$ cat src/rtl/load_store_unit.sv
// Load/store unit: valid/ready request port, in-order store buffer drained in idle
// cycles, youngest-match load forwarding and a registered one-cycle response.
module load_store_unit #(
  parameter int DATA_W    = 16,
  parameter int ADDR_W    = 16,
  parameter int MEM_DEPTH = 64,
  parameter int SB_DEPTH  = 4
) (
  input  logic              clk,
  input  logic              rst,
  input  logic              req_valid,
  output logic              req_ready,
  input  logic              req_we,
  input  logic [ADDR_W-1:0] req_addr,
  input  logic [DATA_W-1:0] req_wdata,
  output logic              rsp_valid,
  output logic [DATA_W-1:0] rsp_rdata,
  output logic              rsp_err,
  output logic              mem_read,
  output logic              mem_write,
  output logic [ADDR_W-1:0] mem_abus,
  output logic [DATA_W-1:0] mem_dout,
  input  logic [DATA_W-1:0] mem_din,
  output logic              sb_empty
);

  localparam int PTR_W = (SB_DEPTH > 1) ? $clog2(SB_DEPTH) : 1;
  localparam int CNT_W = PTR_W + 1;
  localparam logic [ADDR_W:0]  MEM_LIM = (ADDR_W + 1)'(MEM_DEPTH);
  localparam logic [CNT_W-1:0] SB_FULL = CNT_W'(SB_DEPTH);

  logic [ADDR_W-1:0] sb_addr_q [SB_DEPTH];
  logic [DATA_W-1:0] sb_data_q [SB_DEPTH];
  logic [PTR_W-1:0]  head_q, tail_q;
  logic [CNT_W-1:0]  count_q;

  logic              rsp_valid_q, rsp_err_q;
  logic [DATA_W-1:0] rsp_rdata_d, rsp_rdata_q;

  logic              accept, in_range, push, drain, load_rd, mem_rd;
  logic              hit;
  logic [DATA_W-1:0] hit_data;
  logic [PTR_W-1:0]  idx;

  assign req_ready = (count_q != SB_FULL);
  assign accept    = req_valid & req_ready & ~rst;
  assign in_range  = ({1'b0, req_addr} < MEM_LIM);
  assign push      = accept & req_we & in_range;
  assign load_rd   = accept & ~req_we & in_range;
  assign drain     = ~rst & ~accept & (count_q != '0);
  assign sb_empty  = (count_q == '0);

  // Scan oldest to youngest so the last match left standing is the youngest store.
  always_comb begin
    hit      = 1'b0;
    hit_data = '0;
    idx      = '0;
    for (int unsigned k = 0; k < SB_DEPTH; k++) begin
      idx = head_q + PTR_W'(k);
      if ((CNT_W'(k) < count_q) && (sb_addr_q[idx] == req_addr)) begin
        hit      = 1'b1;
        hit_data = sb_data_q[idx];
      end
    end
  end

  assign mem_rd = load_rd & ~hit;

  always_comb begin
    mem_read  = mem_rd;
    mem_write = drain;
    mem_abus  = '0;
    mem_dout  = '0;
    if (mem_rd) begin
      mem_abus = req_addr;
    end else if (drain) begin
      mem_abus = sb_addr_q[head_q];
      mem_dout = sb_data_q[head_q];
    end
  end

  always_comb begin
    rsp_rdata_d = '0;
    if (load_rd) rsp_rdata_d = hit ? hit_data : mem_din;
  end

  always_ff @(posedge clk) begin
    if (rst) begin
      head_q      <= '0;
      tail_q      <= '0;
      count_q     <= '0;
      rsp_valid_q <= 1'b0;
      rsp_err_q   <= 1'b0;
      rsp_rdata_q <= '0;
    end else begin
      if (push) begin
        sb_addr_q[tail_q] <= req_addr;
        sb_data_q[tail_q] <= req_wdata;
        tail_q            <= tail_q + PTR_W'(1);
        count_q           <= count_q + CNT_W'(1);
      end else if (drain) begin
        head_q  <= head_q + PTR_W'(1);
        count_q <= count_q - CNT_W'(1);
      end
      rsp_valid_q <= accept;
      rsp_err_q   <= accept & ~in_range;
      rsp_rdata_q <= rsp_rdata_d;
    end
  end

  assign rsp_valid = rsp_valid_q;
  assign rsp_err   = rsp_err_q;
  assign rsp_rdata = rsp_rdata_q;

endmodule
$ cat config.mk
export PLATFORM = sky130hd
export DESIGN_NAME = load_store_unit
export DESIGN_NICKNAME = d
export VERILOG_FILES = /design/src/rtl/load_store_unit.sv
export SDC_FILE = /design/constraint.sdc
export NUM_CORES = 1
export LEC_CHECK = 0
export ABC_CLOCK_PERIOD_IN_PS = 3700
export CAP_MARGIN = 15
export CORE_UTILIZATION = 30
export CTS_CLUSTER_SIZE = 8
export DETAILED_ROUTE_END_ITERATION = 16
export HOLD_SLACK_MARGIN = 0.03
export MAX_ROUTING_LAYER = met4
export PLACE_DENSITY = 0.44
export SLEW_MARGIN = 10
export SYNTH_ARGS = -nofsm -noshare
export SYNTH_HDL_FRONTEND = slang
export SYNTH_SLANG_ARGS = --single-unit
$ cat constraint.sdc
create_clock -name clk -period 3.7 [get_ports clk]
set_input_delay 0.74 -clock clk [delete_from_list [all_inputs] [get_ports clk]]
set_output_delay 0.74 -clock clk [all_outputs]
set_load 0.02 [all_outputs]
# After elaboration in Yosys (flattened, before gate mapping)
# Memory sizes are Yosys's and may differ from the RTL's. A register that Yosys moved wholly into a read port is not among the register bits.
# Cells that the tools add are included.
[totals]
mem_bits_rw = 128
in_bits = 52
reg_bits = 25
n_memories = 2
[mem_list]
columns = ["memory", "words", "word_bits", "rd", "rd_ports_with_merged_regs", "write_ports", "line_no", "rtl"]
rows = [
  ["sb_addr_q", 4, 16, 4, 1, 1, "32", "logic [ADDR_W-1:0] sb_addr_q [SB_DEPTH];"],
  ["sb_data_q", 4, 16, 4, 1, 1, "33", "logic [DATA_W-1:0] sb_data_q [SB_DEPTH];"],
]
[op_classes]
reduce_logical = 9
n_addsub = 6
n_lt_le_gt_ge = 5
n_mux = 22
n_eq_ne = 5
bitwise_logic = 17
[op_table]
columns = ["cell", "count"]
rows = [
  ["16-bit 2-to-1 mux", 9],
  ["16-bit equality test", 4],
  ["16-bit by 7-bit < comparator with 1-bit output, second input constant", 1],
  ["1-bit bitwise AND", 10],
  ["2-bit 2-to-1 mux", 4],
  ["1-bit 2-to-1 mux", 7],
  ["1-bit inverter", 7],
  ["1-bit by 3-bit < comparator with 1-bit output, first input constant", 2],
  ["2-bit by 3-bit < comparator with 1-bit output, first input constant", 2],
  ["3-bit 2-to-1 mux", 2],
  ["2-bit by 1-bit adder with 2-bit output, second input constant", 2],
  ["2-bit adder, second input constant", 2],
  ["1-bit logical AND", 4],
  ["3-bit by 1-bit adder with 3-bit output, second input constant", 1],
  ["3-bit zero test", 1],
  ["3-bit != test, second input constant", 1],
  ["3-bit nonzero test", 1],
  ["3-bit by 1-bit subtractor with 3-bit output, second input constant", 1],
  ["2-bit AND reduction", 1],
  ["2-bit nonzero test", 1],
  ["2-bit OR reduction", 1],
]

# Depth between registers and ports, before layout
# Gate-level depths: netlist of run 1.
# An unclocked memory read counts as a cell.
[logic_depth]
word_depth = 10
depth_mapped = 15
ltp_nobuf = 9

# Worst setup path after synthesis of run 1
# Ideal clock, no wire load.
[synth_path]
kind = "reg2out"
from = "register head_q[1]"
to = "output mem_abus[0]"
setup_slack_ns = 0.086
n_path_buf = 2
path_stages_with_launch = 11
arrival_time_ns = 2.874
t_required_ns = 2.960
cell_sequence = "dfxtp_1 > buf_2 > buf_2 > mux4_2 > xnor2_1 > nand4_1 > nor3_1 > o2111ai_1 > nand4_2 > nor2_1 > a22o_1"
[synth_via]
elab_chain_cells = 10
elab_cells_between_ends = 16
cone_classes = "add/sub (3); eq/ne (3); mux (4); bitwise (2); reduce/logical (3); memory (1)"
[synth_lines]
columns = ["element", "line_no", "rtl"]
rows = [
  ["start: declaration", "34", "logic [PTR_W-1:0] head_q, tail_q;"],
  ["start signal: assignment", "102", "head_q <= head_q + PTR_W'(1);"],
  ["2-bit by 1-bit adder with 2-bit output", "59", "idx = head_q + PTR_W'(k);"],
  ["memory 4 x 16 bit *", "n/a", ""],
  ["16-bit equality test", "60", "if ((CNT_W'(k) < count_q) && (sb_addr_q[idx] == req_addr)) begin"],
  ["1-bit logical AND", "60", ""],
  ["1-bit 2-to-1 mux (2 in a row)", "60", ""],
  ["1-bit 2-to-1 mux *", "60", ""],
  ["1-bit inverter *", "67", "assign mem_rd = load_rd & ~hit;"],
  ["1-bit bitwise AND *", "67", ""],
  ["net mem_read", "19", "output logic mem_read,"],
  ["16-bit 2-to-1 mux *", "74", "if (mem_rd) begin"],
  ["end: declaration", "21", "output logic [ADDR_W-1:0] mem_abus,"],
]
# Mark *: on every way through the listed nets, which the timed path passes. The rest lies on a longest branch.

==> impl_metrics.json, run 1 <==
{
  "gp_congestion": 0.912,
  "start_util": 0.304,
  "pwr-share-seq": 0.341,
  "cts-buffers-inserted": 17,
  "die_x_um": 184,
  "yosysUniqueCellTypes": 58,
  "dpl_cell_area_um2": 12300,
  "cts_root_buffer": "clkbuf_16",
  "layout_common_cells": "139 x buf_4, 128 x edfxtp_1, 100 x mux4_2",
  "syn_nets": 751,
  "grt_first_pass_wirelength_um": 46600,
  "ys_ff_latch": 155,
  "cp-end-kind": "primary output",
  "crit_arrival_ps": 3130,
  "route.vias.total": 7135,
  "hold_class": "flop to flop",
  "synth-edff-count": 128,
  "synthTopCellsByArea": "edfxtp_1 39%, mux4_2 22%, dfxtp_1 5.5%",
  "hold-worst-slack_ps": 529,
  "final_core_util": 0.407,
  "maxCapViolCount": 0,
  "slew_headroom": 0.618,
  "yosys_warnings": 0,
  "combPwrFrac": 0.350,
  "syn_to_final_growth_pct": 33.8,
  "ys_seq_area_frac": 0.443,
  "antenna_found_initial": 1,
  "netlist_area_um2": 9910,
  "port_buffers": 105,
  "nets": 965,
  "grt_usage": 0.191,
  "status": "finished with violations",
  "drc": 0,
  "netSwitchingFraction": 0.318,
  "grt_max_degree": 34,
  "row_count": 66,
  "p_sw_w": 0.00181,
  "fin_crit_sh": 1.05,
  "die_height_um": 184,
  "powerDensity_nw_per_um2": 430,
  "core_area_um2": 32500,
  "overflow": 0,
  "drv_slew": 0,
  "io_pins": 106,
  "critPathKind": "flop to primary output",
  "ctsHoldBuffers": 0,
  "synth_top_area_frac": 0.388,
  "rsz0062_at_grt": "yes",
  "htreeDepth": 4,
  "clock_path_buffers": 2,
  "vdd_ir_drop_max_mv": 0.341,
  "p_int_w": 0.00388,
  "period_needed_ps": 3870,
  "synthArstFlopShare": 0,
  "pwr-share-clk": 0.310,
  "pre_cts_ws_ps": -685,
  "wl_per_cell_um": 22.2,
  "fin_ws_ps": -172,
  "setup_tns_ps": -972,
  "skew_ps": 13.1,
  "p_leak_nw": 4.51,
  "avgSynthCellArea_um2": 14.3,
  "clock-sinks": 155,
  "violations": "setup timing",
  "n_antenna_cell": 0,
  "via_per_inst": 5.24,
  "place_hpwl_um": 20900,
  "drive_above_1_share": 0.365,
  "wirelength_um": 30200,
  "ant_nets": 0,
  "critPathLaunchType": "flop",
  "setup_viol": 6,
  "yosys.area.top_type": "edfxtp_1",
  "dieArea_um2": 33800,
  "firstDrtPassIters": 5,
  "finalHoldViolations": 0,
  "synthFlopType": "edfxtp_1",
  "cp.required_ps": 2960,
  "fin_area_um2": 13300,
  "final_common_cell": "buf_4",
  "critPathMaxFanout": 8,
  "syn-instance-count": 692,
  "cts_tree": "yes",
  "fmax_ghz": 0.258,
  "tightest_slew_ps": 573,
  "clock_latency_ps": 430,
  "drtIter0Drc": 436,
  "grt_pass1_vias": 7582,
  "clkTransAtPathRegs_ps": 70
}
[cell type report]
| type | count | area (µm²) |
|---|---|---|
| repair buffers | 262 | 2420 |
| clock buffers | 17 | 425 |
| clock inverters | 15 | 175 |
| multi-input cells | 444 | 5180 |
| inverters | 26 | 97.6 |
| flip-flops and latches | 155 | 4400 |
| fillers | 3075 | 19300 |
| well taps | 442 | 553 |
[stage by stage]
stage               total power (W)  instances
finish                      0.00569       1361
global placement            0.00386       1310
global route                0.00595       1361
floorplan                   0.00314        692
detailed placement          0.00387       1310
CTS                         0.00574       1359
[power by group through the flow]
stage | logic (W) | registers [W] | clock network, W
detailed placement | 0.00189 | 0.00198 | 0
CTS | 0.00199 | 0.00194 | 0.00181
finish | 0.00199 | 0.00194 | 0.00176
global route | 0.00213 | 0.00194 | 0.00188
global placement | 0.00188 | 0.00198 | 0
floorplan | 0.00119 | 0.00196 | 0
[kinds of logic after synthesis]
family,after synthesis,synth area share
adders and majority gates,7,0.00884
and+or+nand+nor,117,0.0738
DFF,155,0.443
xor gates and xnor gates,72,0.0637
AOI/OAI and AO/OA,105,0.0730
muxes,143,0.289
buffers and inverters,93,0.0496
[cell usage after synthesis (4+ instances only)]
cell	number
a21bo_1	5
a21boi_1	9
a21oi_1	25
a22o_1	7
and2_1	27
and3_1	5
buf_1	4
buf_12	4
buf_2	22
buf_6	6
clkbuf_1	29
dfxtp_1	27
edfxtp_1	128
ha_1	7
inv_1	25
mux2i_1	31
mux4_1	13
mux4_2	97
nand2_1	10
nand3_1	4
nand4_1	6
nor2_1	15
nor2b_1	4
nor3_1	7
nor3b_1	16
nor4_1	5
nor4b_1	5
o21ai_0	23
o221ai_1	11
o32ai_1	5
or2_2	5
xnor2_1	49
xor2_1	23
[worst paths after layout]
path / depth (start not counted) / end / slack (ps) / startpoint
worst max-delay path: 11 / mem_abus[1] / -170 / flop
worst min-delay path: 2 / count_q[1] / 530 / count_q[1]
worst max register to register: 17 / rsp_rdata[2] / 220 / head_q[0]
worst min register to register: 2 / count_q[1] / 530 / count_q[1]
[state kept, by name (all words and copies together) (netlist names), named ones only]
name / flops
sb_addr_q: 64
sb_data_q: 64
rsp_rdata: 16
count_q: 3
head_q: 2
tail_q: 2
rsp_err: 1
rsp_valid: 1
[worst max-delay path: stages (launching register included)]
cell and delay, ps:
dfxtp_4 400, buf_12 150, mux4_2 550, xnor2_2 170, nand4_1 140, a311oi_2 400, nand4_2 200, nand4_4 160
nor2_4 60, buf_6 120, a22o_4 240, buf_6 130
[routing by layer]
layer	vias to the layer above	track usage	wire (µm)
li1	3194	-	-
met1	3697	0.253	13700
met2	213	0.310	14900
met3	31	0.0277	1150
met4	0	0.0470	451
met5	-	-	0
[timing repair]
action	4_1_cts	5_1_grt
pin swaps	19	3
setup buffers	17	2
gates resized for setup	77	2
endpoints found under the setup margin	7	7
Power figures use the tool's default switching activity.
==> inputs of run 2 (changes only) <==
Settings changed: CORE_ASPECT_RATIO set to 0.6.
==> impl_metrics.json, run 2 (synthesized netlist as in run 1, its figures left out) <==
{
  "status": "finished with violations",
  "violations": "setup timing",
  "holdPathEnd": "count_q[1]",
  "power.total_w": 0.00563,
  "p_int_w": 0.00384,
  "p_sw_w": 0.00179,
  "combPwrFrac": 0.357,
  "wl_per_cell_um": 23.3,
  "final_core_util": 0.402,
  "setup_viol": 7,
  "nets": 958,
  "fill_cells": 2982,
  "rrSetupSlack_ps": 380,
  "firstDrtPassIters": 5,
  "holdPathStages": 2,
  "antenna_found_initial": 0,
  "ant_nets": 0,
  "cp.required_ps": 2960,
  "drive_above_1_share": 0.353,
  "drc": 0,
  "clkTransAtPathRegs_ps": 70,
  "syn_to_final_growth_pct": 31.9,
  "n_antenna_cell": 0,
  "dieArea_um2": 33800,
  "drv_slew": 0,
  "grt_max_degree": 40,
  "seqCellArea_um2": 4390,
  "maxCapViolCount": 0,
  "rsz0062_at_grt": "yes",
  "route.vias.total": 7094,
  "core_area_um2": 32500,
  "via_per_inst": 5.31,
  "drtIter0Drc": 624,
  "cp-end-kind": "primary output",
  "cts_tree": "yes",
  "port_buffers": 105,
  "final_common_cell": "buf_4",
  "grt_pass1_vias": 7215,
  "wirelength_um": 31200,
  "fin_ws_ps": -196,
  "skew_ps": 11.0,
  "finalHoldViolations": 0,
  "place_hpwl_um": 22200,
  "hp-start": "count_q[1]",
  "final_cells": 1336,
  "critPathMaxFanout": 8,
  "clock-sinks": 155,
  "vdd_ir_drop_max_mv": 0.309,
  "powerDensity_nw_per_um2": 431,
  "crit_arrival_ps": 3160,
  "ctsHoldBuffers": 0,
  "clock_latency_ps": 440,
  "die_x_um": 237,
  "fin_area_um2": 13100,
  "period_needed_ps": 3900,
  "htreeDepth": 4,
  "layout_common_cells": "135 x buf_4, 128 x edfxtp_1, 100 x mux4_2",
  "reg2reg_depth": 13,
  "grt_usage": 0.192,
  "pwr-share-clk": 0.300,
  "start_util": 0.305,
  "gp_congestion": 0.923,
  "netSwitchingFraction": 0.318,
  "p_leak_nw": 4.41,
  "die_height_um": 143,
  "clock_path_buffers": 2,
  "fin_crit_sh": 1.05,
  "critPathLaunchType": "flop",
  "pwr-share-seq": 0.343,
  "tightest_slew_ps": 612,
  "row_count": 51,
  "fmax_ghz": 0.257,
  "hold_class": "flop to flop",
  "dpl_cell_area_um2": 12300,
  "cts_root_buffer": "clkbuf_16",
  "cts-buffers-inserted": 17,
  "critPathKind": "flop to primary output",
  "io_pins": 106,
  "slew_headroom": 0.592,
  "r2r-end": "rsp_rdata[1]",
  "overflow": 0,
  "rr_startpoint": "head_q[0]",
  "dp_cells": 1286,
  "multiInputGateArea_um2": 5120,
  "grt_first_pass_wirelength_um": 46300
}
[run 2: cell types whose count changed in the layout (fill, tap and decap cells not counted), sizes merged]
cell | previous run | this run
inv | 32 | 35
clkdlybuf4s50 | 95 | 98
clkinvlp | 0 | 1
clkinv | 9 | 5
buf | 164 | 157
dlygate4sd2 | 3 | 0
[run 2: power groups by stage]
| stage | registers (W) | logic, W | clock network (W) |
|---|---|---|---|
| floorplan | 0.00196 | 0.00119 | 0 |
| CTS | 0.00193 | 0.00198 | 0.00173 |
| detailed placement | 0.00197 | 0.00190 | 0 |
| global route | 0.00193 | 0.00213 | 0.00179 |
| global placement | 0.00197 | 0.00188 | 0 |
| finish | 0.00193 | 0.00201 | 0.00169 |
[run 2: repair_timing]
item	CTS	global route
resized for setup	57	5
setup endpoints to repair	7	7
buffers inserted	10	8
pin swaps	14	6
cloned	1	0
[run 2: how the worst max path moves through the flow]
| stage | from | endpoint | slack (ps) |
|---|---|---|---|
| after floorplan | head_q[1] | mem_abus[0] | 90 |
| after global placement | req_addr[11] | mem_abus[0] | -700 |
| after detailed placement | req_addr[11] | mem_abus[1] | -730 |
| after CTS | head_q[0] | mem_abus[1] | -210 |
| after global routing | flop | mem_abus[3] | -300 |
| final | flop | mem_abus[0] | -200 |
[run 2: worst max-delay path, stage by stage (launching register included)]
cell and delay (ps):
dfxtp_2 360, buf_12 140, mux4_2 550, xnor2_2 170, nand4_1 240, a311oi_2 430
nand4_2 200, nand4_4 170, nor2_4 80, a22o_1 230, buf_6 130
[run 2: final cells by class]
class	count	area share
Sequential cell	155	0.336
Clock buffer	17	0.0325
Inverter	26	0.00747
Clock inverter	15	0.00996
Tap cell	424	0.0406
Timing Repair Buffer	255	0.182
Multi-Input combinational cell	444	0.391
[run 2: routing by layer]
metal	part of all wire	track usage	vias to the layer above
li1	-	-	3174
met1	0.50	0.280	3657
met2	0.44	0.276	222
met3	0.047	0.0334	41
met4	0.016	0.0489	0
met5	0	-	-
[run 2: metrics by stage]
| stage | setup slack, ps | hold WS [ps] | TNS (ps) |
|---|---|---|---|
| after floorplan | 85.7 | 466 | 0 |
| after global placement | -704 | 486 | -4720 |
| after detailed placement | -728 | 507 | -4850 |
| after CTS | -213 | 517 | -1370 |
| after global routing | -296 | 532 | -1930 |
| final | -196 | 516 | -1240 |
